File: src/rtl/vga_timing_gen.sv
`default_nettype none
// ============================================================================
//  Module      : vga_timing_gen
//  Description : Parameterised VGA raster timing generator. Free-running
//                horizontal/vertical counters advance on a pixel-rate enable.
//                nextX/nextY give the pixel to fetch now. blank_n, hSync and
//                vSync are registered one enable later, which absorbs one
//                cycle of pixel-source latency. lineStart and frameStart
//                mark that registered position.
//                Optional feature macro: VGA_FRAME_COUNTER_EN adds a 16-bit
//                frameCount output.
//  Revision    : 1.0 - initial release
// ============================================================================
module vga_timing_gen #(
    parameter int H_VISIBLE  = 640,
    parameter int H_FRONT    = 16,
    parameter int H_SYNC     = 96,
    parameter int H_BACK     = 48,
    parameter int V_VISIBLE  = 480,
    parameter int V_FRONT    = 10,
    parameter int V_SYNC     = 2,
    parameter int V_BACK     = 33,
    parameter bit H_SYNC_POL = 1'b0,
    parameter bit V_SYNC_POL = 1'b0,
    parameter int X_WIDTH    = 11,
    parameter int Y_WIDTH    = 10
) (
    input  logic               Clock,
    input  logic               Reset,
    input  logic               PixelEn,
    output logic [X_WIDTH-1:0] nextX,
    output logic [Y_WIDTH-1:0] nextY,
    output logic               blank_n,
    output logic               hSync,
    output logic               vSync,
    output logic               sync_n,
    output logic               lineStart,
    output logic               frameStart
`ifdef VGA_FRAME_COUNTER_EN
    ,
    output logic [15:0]        frameCount
`endif
);

    localparam int c_h_total = H_VISIBLE + H_FRONT + H_SYNC + H_BACK;
    localparam int c_v_total = V_VISIBLE + V_FRONT + V_SYNC + V_BACK;

    // Refuse configurations with an empty region or counters too narrow.
    if (H_VISIBLE <= 0 || H_FRONT <= 0 || H_SYNC <= 0 || H_BACK <= 0) begin : g_bad_h_region
        $error("vga_timing_gen: every horizontal region must be non-empty");
    end
    if (V_VISIBLE <= 0 || V_FRONT <= 0 || V_SYNC <= 0 || V_BACK <= 0) begin : g_bad_v_region
        $error("vga_timing_gen: every vertical region must be non-empty");
    end
    if (X_WIDTH < 1 || X_WIDTH > 30 || c_h_total > (1 << X_WIDTH)) begin : g_bad_x_width
        $error("vga_timing_gen: X_WIDTH too small for H_TOTAL");
    end
    if (Y_WIDTH < 1 || Y_WIDTH > 30 || c_v_total > (1 << Y_WIDTH)) begin : g_bad_y_width
        $error("vga_timing_gen: Y_WIDTH too small for V_TOTAL");
    end

    localparam logic [X_WIDTH-1:0] c_h_last     = X_WIDTH'(c_h_total - 1);
    localparam logic [X_WIDTH-1:0] c_h_vis      = X_WIDTH'(H_VISIBLE);
    localparam logic [X_WIDTH-1:0] c_hs_start   = X_WIDTH'(H_VISIBLE + H_FRONT);
    localparam logic [X_WIDTH-1:0] c_hs_end     = X_WIDTH'(H_VISIBLE + H_FRONT + H_SYNC);
    localparam logic [Y_WIDTH-1:0] c_v_last     = Y_WIDTH'(c_v_total - 1);
    localparam logic [Y_WIDTH-1:0] c_v_vis      = Y_WIDTH'(V_VISIBLE);
    localparam logic [Y_WIDTH-1:0] c_vs_start   = Y_WIDTH'(V_VISIBLE + V_FRONT);
    localparam logic [Y_WIDTH-1:0] c_vs_end     = Y_WIDTH'(V_VISIBLE + V_FRONT + V_SYNC);

    logic [X_WIDTH-1:0] r_h_count;
    logic [Y_WIDTH-1:0] r_v_count;
    logic               r_blank_n;
    logic               r_h_sync;
    logic               r_v_sync;
    logic               r_line_start;
    logic               r_frame_start;

    logic w_h_last;
    logic w_v_last;
    logic w_visible;
    logic w_h_in_sync;
    logic w_v_in_sync;
    logic w_line_origin;
    logic w_frame_origin;

    assign w_h_last       = (r_h_count == c_h_last);
    assign w_v_last       = (r_v_count == c_v_last);
    assign w_visible      = (r_h_count < c_h_vis) && (r_v_count < c_v_vis);
    assign w_h_in_sync    = (r_h_count >= c_hs_start) && (r_h_count < c_hs_end);
    assign w_v_in_sync    = (r_v_count >= c_vs_start) && (r_v_count < c_vs_end);
    assign w_line_origin  = (r_h_count == '0);
    assign w_frame_origin = w_line_origin && (r_v_count == '0);

    // Fetch coordinates follow the live counters and read zero in blanking.
    assign nextX = w_visible ? r_h_count : '0;
    assign nextY = w_visible ? r_v_count : '0;

    // Raster position counters; both wrap together at the last pixel of a frame.
    always_ff @(posedge Clock or negedge Reset) begin
        if (!Reset) begin
            r_h_count <= '0;
            r_v_count <= '0;
        end else if (PixelEn) begin
            if (w_h_last) begin
                r_h_count <= '0;
                r_v_count <= w_v_last ? '0 : r_v_count + Y_WIDTH'(1);
            end else begin
                r_h_count <= r_h_count + X_WIDTH'(1);
            end
        end
    end

    // Monitor controls lag the fetch position by one enable; markers last one clock.
    always_ff @(posedge Clock or negedge Reset) begin
        if (!Reset) begin
            r_blank_n     <= 1'b0;
            r_h_sync      <= ~H_SYNC_POL;
            r_v_sync      <= ~V_SYNC_POL;
            r_line_start  <= 1'b0;
            r_frame_start <= 1'b0;
        end else if (PixelEn) begin
            r_blank_n     <= w_visible;
            r_h_sync      <= w_h_in_sync ? H_SYNC_POL : ~H_SYNC_POL;
            r_v_sync      <= w_v_in_sync ? V_SYNC_POL : ~V_SYNC_POL;
            r_line_start  <= w_line_origin;
            r_frame_start <= w_frame_origin;
        end else begin
            r_line_start  <= 1'b0;
            r_frame_start <= 1'b0;
        end
    end

    assign blank_n    = r_blank_n;
    assign hSync      = r_h_sync;
    assign vSync      = r_v_sync;
    assign sync_n     = 1'b0;
    assign lineStart  = r_line_start;
    assign frameStart = r_frame_start;

`ifdef VGA_FRAME_COUNTER_EN
    logic [15:0] r_frame_count;

    // Steps on the same edge that raises frameStart, wrapping naturally at 16 bits.
    always_ff @(posedge Clock or negedge Reset) begin
        if (!Reset) begin
            r_frame_count <= '0;
        end else if (PixelEn && w_frame_origin) begin
            r_frame_count <= r_frame_count + 16'd1;
        end
    end

    assign frameCount = r_frame_count;
`endif

endmodule
`default_nettype wire

File: config.mk
export PLATFORM = sky130hd
export DESIGN_NAME = vga_timing_gen
export DESIGN_NICKNAME = d
export VERILOG_FILES = /design/src/rtl/vga_timing_gen.sv
export SDC_FILE = /design/constraint.sdc
export NUM_CORES = 1
export LEC_CHECK = 0
export ABC_CLOCK_PERIOD_IN_PS = 3000
export BUFFER_PORTS_ARGS = -buffer_cell sky130_fd_sc_hd__buf_2
export CAP_MARGIN = 20
export CORE_ASPECT_RATIO = 1.1
export CORE_MARGIN = 2
export CORE_UTILIZATION = 47
export CTS_BUF_LIST = sky130_fd_sc_hd__clkbuf_8
export CTS_CLUSTER_SIZE = 28
export DETAILED_ROUTE_END_ITERATION = 8
export PLACE_DENSITY_LB_ADDON = 0.12
export REMOVE_ABC_BUFFERS = 1
export SLEW_MARGIN = 20
export SYNTH_ARGS = -nofsm -noshare
export SYNTH_HDL_FRONTEND = slang
export SYNTH_SLANG_ARGS = --single-unit
File: constraint.sdc
create_clock -name Clock -period 3 [get_ports Clock]
set_input_delay 0.15 -clock Clock [delete_from_list [all_inputs] [get_ports Clock]]
set_output_delay 0.15 -clock Clock [all_outputs]
set_load 0.005 [all_outputs]
# Word-level counts from Yosys, hierarchy flattened
# Cells that the tools add are included.
[totals] reg_bits=26 inputBits=3 out_inout_bits=27 word_cells=32
[op_classes] add_sub_neg=2 magnitude_cmp=6 eq_ne=2 muxes=8 reduce_logical=7
[ops] operator="$lt A11 B10 Y1 const B" n=2
[ops] operator="$mux W11" n=2
[ops] operator="$lt A10 B9 Y1 const B" n=2
[ops] operator="$mux W10" n=2
[ops] operator="$add A11 B1 Y11 const B" n=1
[ops] operator="$eq A11 B10 Y1 const B" n=1
[ops] operator="$ge A11 B10 Y1 const B" n=1
[ops] operator="$logic_not A11 Y1" n=1
[ops] operator="$add A10 B1 Y10 const B" n=1
[ops] operator="$eq A10 B10 Y1 const B" n=1
[ops] operator="$ge A10 B9 Y1 const B" n=1
[ops] operator="$logic_not A10 Y1" n=1
[ops] operator="$logic_and A1 B1 Y1" n=4
[ops] operator="$mux W1" n=4
[ops] operator="$reduce_and A2 Y1" n=1

# Logic depth before layout (Yosys ltp)
# Gate-level depths: netlist of the first run.
[depth] depth_word=3 ltp_mapped=6 mapped_depth_nobuf=6

# Least setup slack after synthesis of the first run
# OpenSTA, ideal clock, no wires.
[synth_timing] kind="register to register" from="register r_v_count[0]" to="register r_v_count[7]" setup_time_ps=66 arrival_time_ps=1544 required_ps=2934 setup_slack_ps=1390 path_stages_with_launch=7 n_path_buf=0 cell_sequence="dfrtp_1 > inv_1 > ha_1 > and3b_1 > and2_1 > or4_1 > nand2_1"
[synth_between] elab_chain_cells=2
[synth_rtl] item="from (decl)" line_no="72" rtl="logic [Y_WIDTH-1:0] r_v_count;"
[synth_rtl] item="from (signal assigned)" line_no="107" rtl="r_v_count <= w_v_last ? '0 : r_v_count + Y_WIDTH'(1);"
[synth_rtl] item="$add A10 B1 Y10 / $eq A10 B10 Y1 (equally long branches)" line_no="107, 88"
[synth_rtl] item="$mux W10 *" line_no="107"
# Mark *: on every way between the ends. The rest lies on a longest branch, timed or not.
# A chain may end at the register's enable or synchronous reset.

# Worst setup path in the final report of the first run
[layout_timing] from="register r_v_count[5]" to="output nextX[5]"
[layout_between] elab_chain_cells=3
[layout_rtl] item="$lt A10 B9 Y1" line_no="89" rtl="assign w_visible = (r_h_count < c_h_vis) && (r_v_count < c_v_vis);"
[layout_rtl] item="$logic_and A1 B1 Y1" line_no="89"
[layout_rtl] item="$mux W11" line_no="96" rtl="assign nextX = w_visible ? r_h_count : '0;"
[layout_rtl] item="to (decl)" line_no="31" rtl="output logic [X_WIDTH-1:0] nextX,"
# Every way passes these cells.

==> results of run 1 <==
area by class of cell:
cell class / count / area (sq um) / area share
multi-input combinational: 123 / 855 / 0.482
sequential: 26 / 653 / 0.369
timing repair buffer: 28 / 148 / 0.0833
tap: 36 / 45.0 / 0.0254
clock buffer: 3 / 41.3 / 0.0233
inverter: 7 / 26.3 / 0.0148
clock inverter: 1 / 3.75 / 0.00212
flip-flops by register name, summed over array words and instances, names as in the netlist:
name and cells:
lineStart 1, frameStart 1, r_v_count 10, hSync 1, vSync 1, r_h_count 11, blank_n 1
cell usage after synthesis:
| cell | n |
|---|---|
| sky130_fd_sc_hd__nor3_4 | 1 |
| sky130_fd_sc_hd__inv_1 | 7 |
| sky130_fd_sc_hd__nand2b_1 | 3 |
| sky130_fd_sc_hd__ha_1 | 4 |
| sky130_fd_sc_hd__and3b_1 | 2 |
| sky130_fd_sc_hd__buf_2 | 1 |
| sky130_fd_sc_hd__nor4bb_1 | 1 |
| sky130_fd_sc_hd__nand4_1 | 3 |
| sky130_fd_sc_hd__nor4_4 | 1 |
| sky130_fd_sc_hd__buf_4 | 3 |
| sky130_fd_sc_hd__nor4b_1 | 1 |
| sky130_fd_sc_hd__o31ai_1 | 1 |
| sky130_fd_sc_hd__a21oi_1 | 2 |
| sky130_fd_sc_hd__clkbuf_1 | 3 |
| sky130_fd_sc_hd__mux2i_1 | 1 |
| sky130_fd_sc_hd__nor4_1 | 1 |
| sky130_fd_sc_hd__a32oi_1 | 1 |
| sky130_fd_sc_hd__and4_2 | 1 |
| sky130_fd_sc_hd__xnor2_1 | 9 |
| sky130_fd_sc_hd__nor2_1 | 5 |
| sky130_fd_sc_hd__xor2_1 | 1 |
| sky130_fd_sc_hd__o211ai_1 | 1 |
| sky130_fd_sc_hd__nand4_4 | 1 |
| sky130_fd_sc_hd__o21ai_0 | 14 |
| sky130_fd_sc_hd__a41oi_1 | 1 |
| sky130_fd_sc_hd__and3_4 | 1 |
| sky130_fd_sc_hd__conb_1 | 1 |
| sky130_fd_sc_hd__a22o_1 | 1 |
| sky130_fd_sc_hd__and2_0 | 1 |
| sky130_fd_sc_hd__and2_1 | 20 |
| sky130_fd_sc_hd__and3_1 | 2 |
| sky130_fd_sc_hd__o32a_1 | 1 |
| sky130_fd_sc_hd__nand2_1 | 9 |
| sky130_fd_sc_hd__buf_6 | 2 |
| sky130_fd_sc_hd__a31oi_1 | 3 |
| sky130_fd_sc_hd__and3_2 | 3 |
| sky130_fd_sc_hd__nand3_1 | 10 |
| sky130_fd_sc_hd__dfrtp_1 | 24 |
| sky130_fd_sc_hd__mux2_2 | 2 |
| sky130_fd_sc_hd__or4_1 | 2 |
| sky130_fd_sc_hd__dfstp_2 | 2 |
| sky130_fd_sc_hd__nand3_2 | 1 |
| sky130_fd_sc_hd__and4_1 | 4 |
| sky130_fd_sc_hd__nor3_1 | 4 |
| sky130_fd_sc_hd__and2_2 | 1 |
how the worst min path moves through the flow:
stage	to	depth (start not counted)	slack, ns
final	vSync	2	0.22
after global routing	vSync	2	0.25
after CTS	vSync	2	0.21
after detailed placement	r_h_count[8]	1	0.19
after global placement	r_h_count[6]	1	0.18
after floorplan	blank_n	0	-0.15
logic make-up (layout without fill, tap and decap cells):
kind of cell             after synthesis  after routing  synth area share
buffers and inverters                 16             39            0.0554
XOR/XNOR                              10             10            0.0554
AO/OA/AOI/OAI                         25             25            0.0949
AND/OR/NAND/NOR                       78             78             0.327
adder cells (fa/ha/maj)                4              4            0.0316
multiplexers                           3              3            0.0206
flip-flops                            26             26             0.413
other                                  1              3           0.00237
layer usage:
metal  track usage  vias up  wire, microns
met5             0        -              0
met4        0.0511        0             22
met3        0.0259        2             63
met2         0.343       14           1770
met1         0.239      618           1490
li1              -      625              -
what timing repair did:
action	in CTS	in global routing
setup endpoints to repair	0	0
hold buffers	1	0
hold endpoints to repair	24	0
per-stage QoR:
| stage | hold WS (ns) | power, mW | utilization |
|---|---|---|---|
| 4_1_cts | 0.209 | 0.888 | 0.541 |
| 6_report | 0.222 | 0.876 | 0.541 |
| 3_5_place_dp | 0.194 | 0.689 | 0.524 |
| 2_1_floorplan | -0.146 | 0.600 | - |
| 5_1_grt | 0.250 | 0.934 | 0.541 |
| 3_3_place_gp | 0.184 | 0.685 | 0.524 |
report_power, final:
| part | leakage [nW] | internal (mW) | switching [mW] |
|---|---|---|---|
| Clock | 0.0269 | 0.0914 | 0.102 |
| Combinational | 0.449 | 0.108 | 0.104 |
| Sequential | 0.323 | 0.390 | 0.0796 |
==> insert_results.sql, run 1 <==
INSERT INTO impl_metrics (metric_group, metric, value, unit) VALUES
('synthesis', 'post_synth_top_area_cell', 'sky130_fd_sc_hd__dfrtp_1', ''),
('clock_network', 'tritoncts', 'done', ''),
('place', 'port_buf_inserts', '26', ''),
('sta', 'relative_slew_slack', '0.545', ''),
('critical_path', 'critPathBufInv', '2', ''),
('synthesis', 'synthesis.area', '1580', 'sq um'),
('floorplan', 'initial_core_utilization', '0.483', ''),
('critical_path', 'cp_max_fo', '11', ''),
('sta', 'final_hold_viol_count', '0', ''),
('clock_network', 'cts_resized', '0', ''),
('hold_path', 'hold_path.startpoint', 'PixelEn', ''),
('pwr', 'largest_vdd_supply_drop', '0.181', 'mV'),
('critical_path', 'worstReg2RegStart', 'r_h_count[1]', ''),
('synthesis', 'yosys.area.top_type_share', '0.380', ''),
('place', 'detailedPlacementHpwl', '2470', 'microns'),
('floorplan', 'ioPinCount', '30', ''),
('sta', 'postLayoutSetupSlackWorst', '0.697', 'ns'),
('critical_path', 'timing.reg2reg.setup_slack', '1.18', 'ns'),
('floorplan', 'die_area', '3850', 'sq um'),
('place', 'dpl-instance-area', '1720', 'sq um'),
('route', 'vias_per_cell', '5.62', ''),
('critical_path', 'rr_worst_depth', '5', ''),
('route', 'drt_iter0_drc', '25', ''),
('cells_and_area', 'mostFrequentLayoutCell', 'sky130_fd_sc_hd__buf_2', ''),
('cells_and_area', 'area_growth', '12.0', '%'),
('floorplan', 'die_width', '59.3', 'microns'),
('cells_and_area', 'finish.instance_area', '1770', 'sq um'),
('clock_network', 'clk_latency', '0.26', 'ns'),
('pwr', 'power_density', '494', 'nW/um^2'),
('sta', 'grt_setup_unrepaired', 'no', ''),
('place', 'placed_cells_incl_taps', '219', ''),
('sta', 'timing.fmax', '434', 'MHz'),
('clock_network', 'clock_sink_count', '26', ''),
('place', 'finalWeightedCongestion', '0.855', ''),
('global_route', 'number_of_antenna_violations_at_the_first_check_in_global_routing', '0', ''),
('cells_and_area', 'num_antenna_cells', '0', ''),
('global_route', 'wire_length_of_the_first_global_routing_pass', '5730', 'microns'),
('sta', 'finClkSkew', '0.00192', 'ns'),
('route', 'vias', '1259', ''),
('critical_path', 'largest_stage_delay_on_the_critical_path', '0.60', 'ns'),
('global_route', 'grt_max_degree', '27', ''),
('cells_and_area', 'layout.cells.most_common_list', '26 x sky130_fd_sc_hd__buf_2, 24 x sky130_fd_sc_hd__dfrtp_1, 20 x sky130_fd_sc_hd__and2_1, 14 x sky130_fd_sc_hd__o21ai_0, 10 x sky130_fd_sc_hd__nand3_1', ''),
('route', 'firstDrtPassIters', '4', ''),
('cells_and_area', 'fill_count', '316', ''),
('cells_and_area', 'stdcell_count', '224', ''),
('critical_path', 'cp_delay_by_family_top', 'simple AND/OR/NAND/NOR gates', ''),
('synthesis', 'yosys.cell_types.count', '45', ''),
('sta', 'timing_worst_slew_pin_value', '0.681', 'ns'),
('synthesis', 'syn-instance-count', '163', ''),
('sta', 'setup_viol', '0', ''),
('critical_path', 'timing.critical_path.slowest_stage_cell', 'sky130_fd_sc_hd__nor4b_2', ''),
('route', 'detail_route.wl_per_cell', '14.9', 'microns'),
('clock_network', 'cts_clk_pin_slew_worst_paths', '0.08', 'ns'),
('clock_network', 'cts-root-to-sink-buffers', '2', ''),
('critical_path', 'worstPathRequired', '2.85', 'ns'),
('clock_network', 'clock-root-buffer', 'sky130_fd_sc_hd__clkbuf_8', ''),
('clock_network', 'postCtsSetupRepairBufs', '0', ''),
('pwr', 'static-leakage-power', '0.799', 'nW'),
('global_route', 'global_route.usage.total', '0.193', ''),
('global_route', 'grt-ovfl-total', '0', ''),
('clock_network', 'number_of_buffers_created_by_cts', '3', ''),
('sta', 'layout_worst_path_cycle_share', '0.768', ''),
('place', 'place_ws', '0.921', 'ns'),
('floorplan', 'core-area', '3280', 'sq um'),
('sta', 'final-max-slew-violation-count', '0', ''),
('critical_path', 'worst_setup_endpoint', 'nextX[5]', ''),
('critical_path', 'timing.rr.end', 'r_v_count[3]', ''),
('critical_path', 'worst-setup-path-type', 'reg -> out', ''),
('hold_path', 'hold_class', 'in -> reg', ''),
('synthesis', 'synth.ff_latch_count', '26', ''),
('run_status', 'status', 'complete, no violations', '');
Power figures use the tool's default switching activity.
==> run 2: changes to the inputs <==
Settings changed: ABC_CLOCK_PERIOD_IN_PS 3000 to 1900.
Clock period 3 ns to 1.9 ns, I/O delays scaled along.
==> insert_results.sql, run 2 (same netlist as run 1, synthesis figures left out) <==
INSERT INTO impl_metrics (metric_group, metric, value, unit) VALUES
('run', 'count_of_max_cap_constraint_violations', '0', ''),
('pwr', 'power_density', '754', 'nW/um^2'),
('sta', 'setup_viol', '0', ''),
('floorplan', 'ioPinCount', '30', ''),
('clock_network', 'clock-root-buffer', 'sky130_fd_sc_hd__clkbuf_8', ''),
('route', 'vias_per_cell', '5.54', ''),
('critical_path', 'worst-setup-path-type', 'reg -> out', ''),
('sta', 'postLayoutSetupSlackWorst', '0.114', 'ns'),
('floorplan', 'initial_core_utilization', '0.483', ''),
('sta', 'minimum_clock_period', '1.79', 'ns'),
('cells_and_area', 'register_area', '657', 'sq um'),
('pwr', 'static-leakage-power', '0.855', 'nW'),
('clock_network', 'tritoncts', 'done', ''),
('global_route', 'first_global_vias', '1251', ''),
('sta', 'relative_slew_slack', '0.615', ''),
('place', 'detailedPlacementHpwl', '2600', 'microns'),
('cells_and_area', 'layout-drive-gt1-share', '0.294', ''),
('cells_and_area', 'layout_top_registers', 'r_h_count x11, r_v_count x10', ''),
('critical_path', 'critical_path.endpoint_type', 'output pin', ''),
('pwr', 'largest_vdd_supply_drop', '0.352', 'mV'),
('route', 'vias', '1290', ''),
('sta', 'final-max-slew-violation-count', '0', ''),
('floorplan', 'core-area', '3280', 'sq um'),
('cells_and_area', 'final_net_count', '205', ''),
('cells_and_area', 'fill_count', '330', ''),
('cells_and_area', 'final_core_util', '0.567', ''),
('floorplan', 'fp-row-count', '22', ''),
('cells_and_area', 'largest_register', 'r_h_count', ''),
('sta', 'timing_worst_slew_pin_value', '0.578', 'ns'),
('sta', 'layout_worst_path_cycle_share', '0.940', ''),
('clock_network', 'cts-root-to-sink-buffers', '2', ''),
('hold_path', 'hold_class', 'in -> reg', ''),
('cells_and_area', 'num_antenna_cells', '0', ''),
('critical_path', 'worst-endpoint-arrival', '1.69', 'ns'),
('floorplan', 'fp.dieH', '64.8', 'microns'),
('route', 'drc', '0', ''),
('floorplan', 'die_width', '59.3', 'microns'),
('route', 'firstDrtPassIters', '6', ''),
('hold_path', 'min_path_cells', '2', ''),
('sta', 'timing.fmax', '560', 'MHz'),
('global_route', 'wire_length_of_the_first_global_routing_pass', '5890', 'microns'),
('critical_path', 'worstPathRequired', '1.80', 'ns'),
('clock_network', 'number_of_buffers_created_by_cts', '3', ''),
('place', 'finalWeightedCongestion', '0.918', ''),
('place', 'place_ws', '0.162', 'ns'),
('critical_path', 'rr_worst_depth', '6', ''),
('global_route', 'grt_max_degree', '27', ''),
('route', 'drt_iter0_drc', '50', ''),
('clock_network', 'clock_sink_count', '26', ''),
('cells_and_area', 'multi_input_area', '866', 'sq um'),
('floorplan', 'die_area', '3850', 'sq um'),
('clock_network', 'clk_latency', '0.27', 'ns'),
('sta', 'final_hold_viol_count', '0', ''),
('critical_path', 'critical_path.startpoint_type', 'flop', ''),
('cells_and_area', 'area_growth', '17.5', '%'),
('clock_network', 'cts_clk_pin_slew_worst_paths', '0.08', 'ns'),
('sta', 'grt_setup_unrepaired', 'yes', ''),
('cells_and_area', 'mostFrequentLayoutCell', 'sky130_fd_sc_hd__buf_2', ''),
('place', 'port_buf_inserts', '26', ''),
('global_route', 'global_route.usage.total', '0.200', ''),
('critical_path', 'cp_max_fo', '8', ''),
('route', 'detail_route.wl_per_cell', '14.7', 'microns'),
('sta', 'finClkSkew', '0.00522', 'ns'),
('cells_and_area', 'number_of_flip_flops_in_the_largest_register', '11', ''),
('route', 'detail_route_antenna_nets', '0', ''),
('sta', 'finalHoldWorstSlack', '0.151', 'ns'),
('run_status', 'status', 'complete, no violations', ''),
('clock_network', 'h-tree-depth', '1', ''),
('cells_and_area', 'layout.cells.most_common_list', '26 x sky130_fd_sc_hd__buf_2, 21 x sky130_fd_sc_hd__and2_1, 21 x sky130_fd_sc_hd__dfrtp_1, 14 x sky130_fd_sc_hd__o21ai_0, 10 x sky130_fd_sc_hd__nand3_1', ''),
('route', 'finalWirelength', '3430', 'microns'),
('global_route', 'grt-ovfl-total', '0', ''),
('global_route', 'number_of_antenna_violations_at_the_first_check_in_global_routing', '0', '');
-- run 2: per-stage QoR --
stage / area [sq um] / instances / setup TNS, ns / power, mW
finish: 1860 / 233 / 0 / 1.40
global route: 1860 / 233 / -0.00880 / 1.50
CTS: 1810 / 228 / 0 / 1.42
detailed placement: 1750 / 223 / 0 / 1.10
global placement: 1750 / 223 / 0 / 1.10
floorplan: 1530 / 156 / -4.48 / 0.948
-- run 2: what timing repair did --
item	in CTS	in global routing
resized for setup	3	5
buffers inserted	0	5
hold buffers	1	0
endpoints found under the hold margin	24	0
setup endpoints to repair	19	21
pin swaps	0	2
-- run 2: power by group --
part | switching (mW) | leakage [nW] | internal, mW
clock | 0.168 | 0.0269 | 0.145
combinational | 0.183 | 0.511 | 0.185
sequential | 0.104 | 0.318 | 0.616
-- run 2: worst max-delay path: stages, from the launching register on --
cell and delay, ns:
sky130_fd_sc_hd__dfrtp_2 0.44, sky130_fd_sc_hd__and4_4 0.21, sky130_fd_sc_hd__nor4b_4 0.34, sky130_fd_sc_hd__buf_4 0.20
sky130_fd_sc_hd__and2_2 0.13, sky130_fd_sc_hd__buf_2 0.10
-- run 2: final timing paths --
kind,startpoint,end,slack [ns]
hold reg to reg,vSync,vSync,0.50
setup / recovery,r_v_count[5],nextX[5],0.11
hold / removal,PixelEn,vSync,0.15
max in group asynchronous,Reset,r_v_count[6],1.13
setup reg to reg,r_v_count[0],r_v_count[7],0.16
min in group asynchronous,Reset,r_h_count[5],0.35
-- run 2: metal layers --
metal  GRT usage  vias up  routed length (microns)  part of all wire
li1            -      635                        -                 -
met1       0.254      626                     1460              0.43
met2       0.335       23                     1810              0.53
met3      0.0240        6                       79             0.023
met4      0.0881        0                       72             0.021
met5           0        -                        0                 0
-- run 2: final cells by class --
| type | instances | area share |
|---|---|---|
| well taps | 36 | 0.0242 |
| repair buffers | 37 | 0.118 |
| flip-flops and latches | 26 | 0.354 |
| multi-input cells | 123 | 0.466 |
| clock inverters | 1 | 0.00202 |
| clock buffers | 3 | 0.0222 |
| inverters | 7 | 0.0141 |
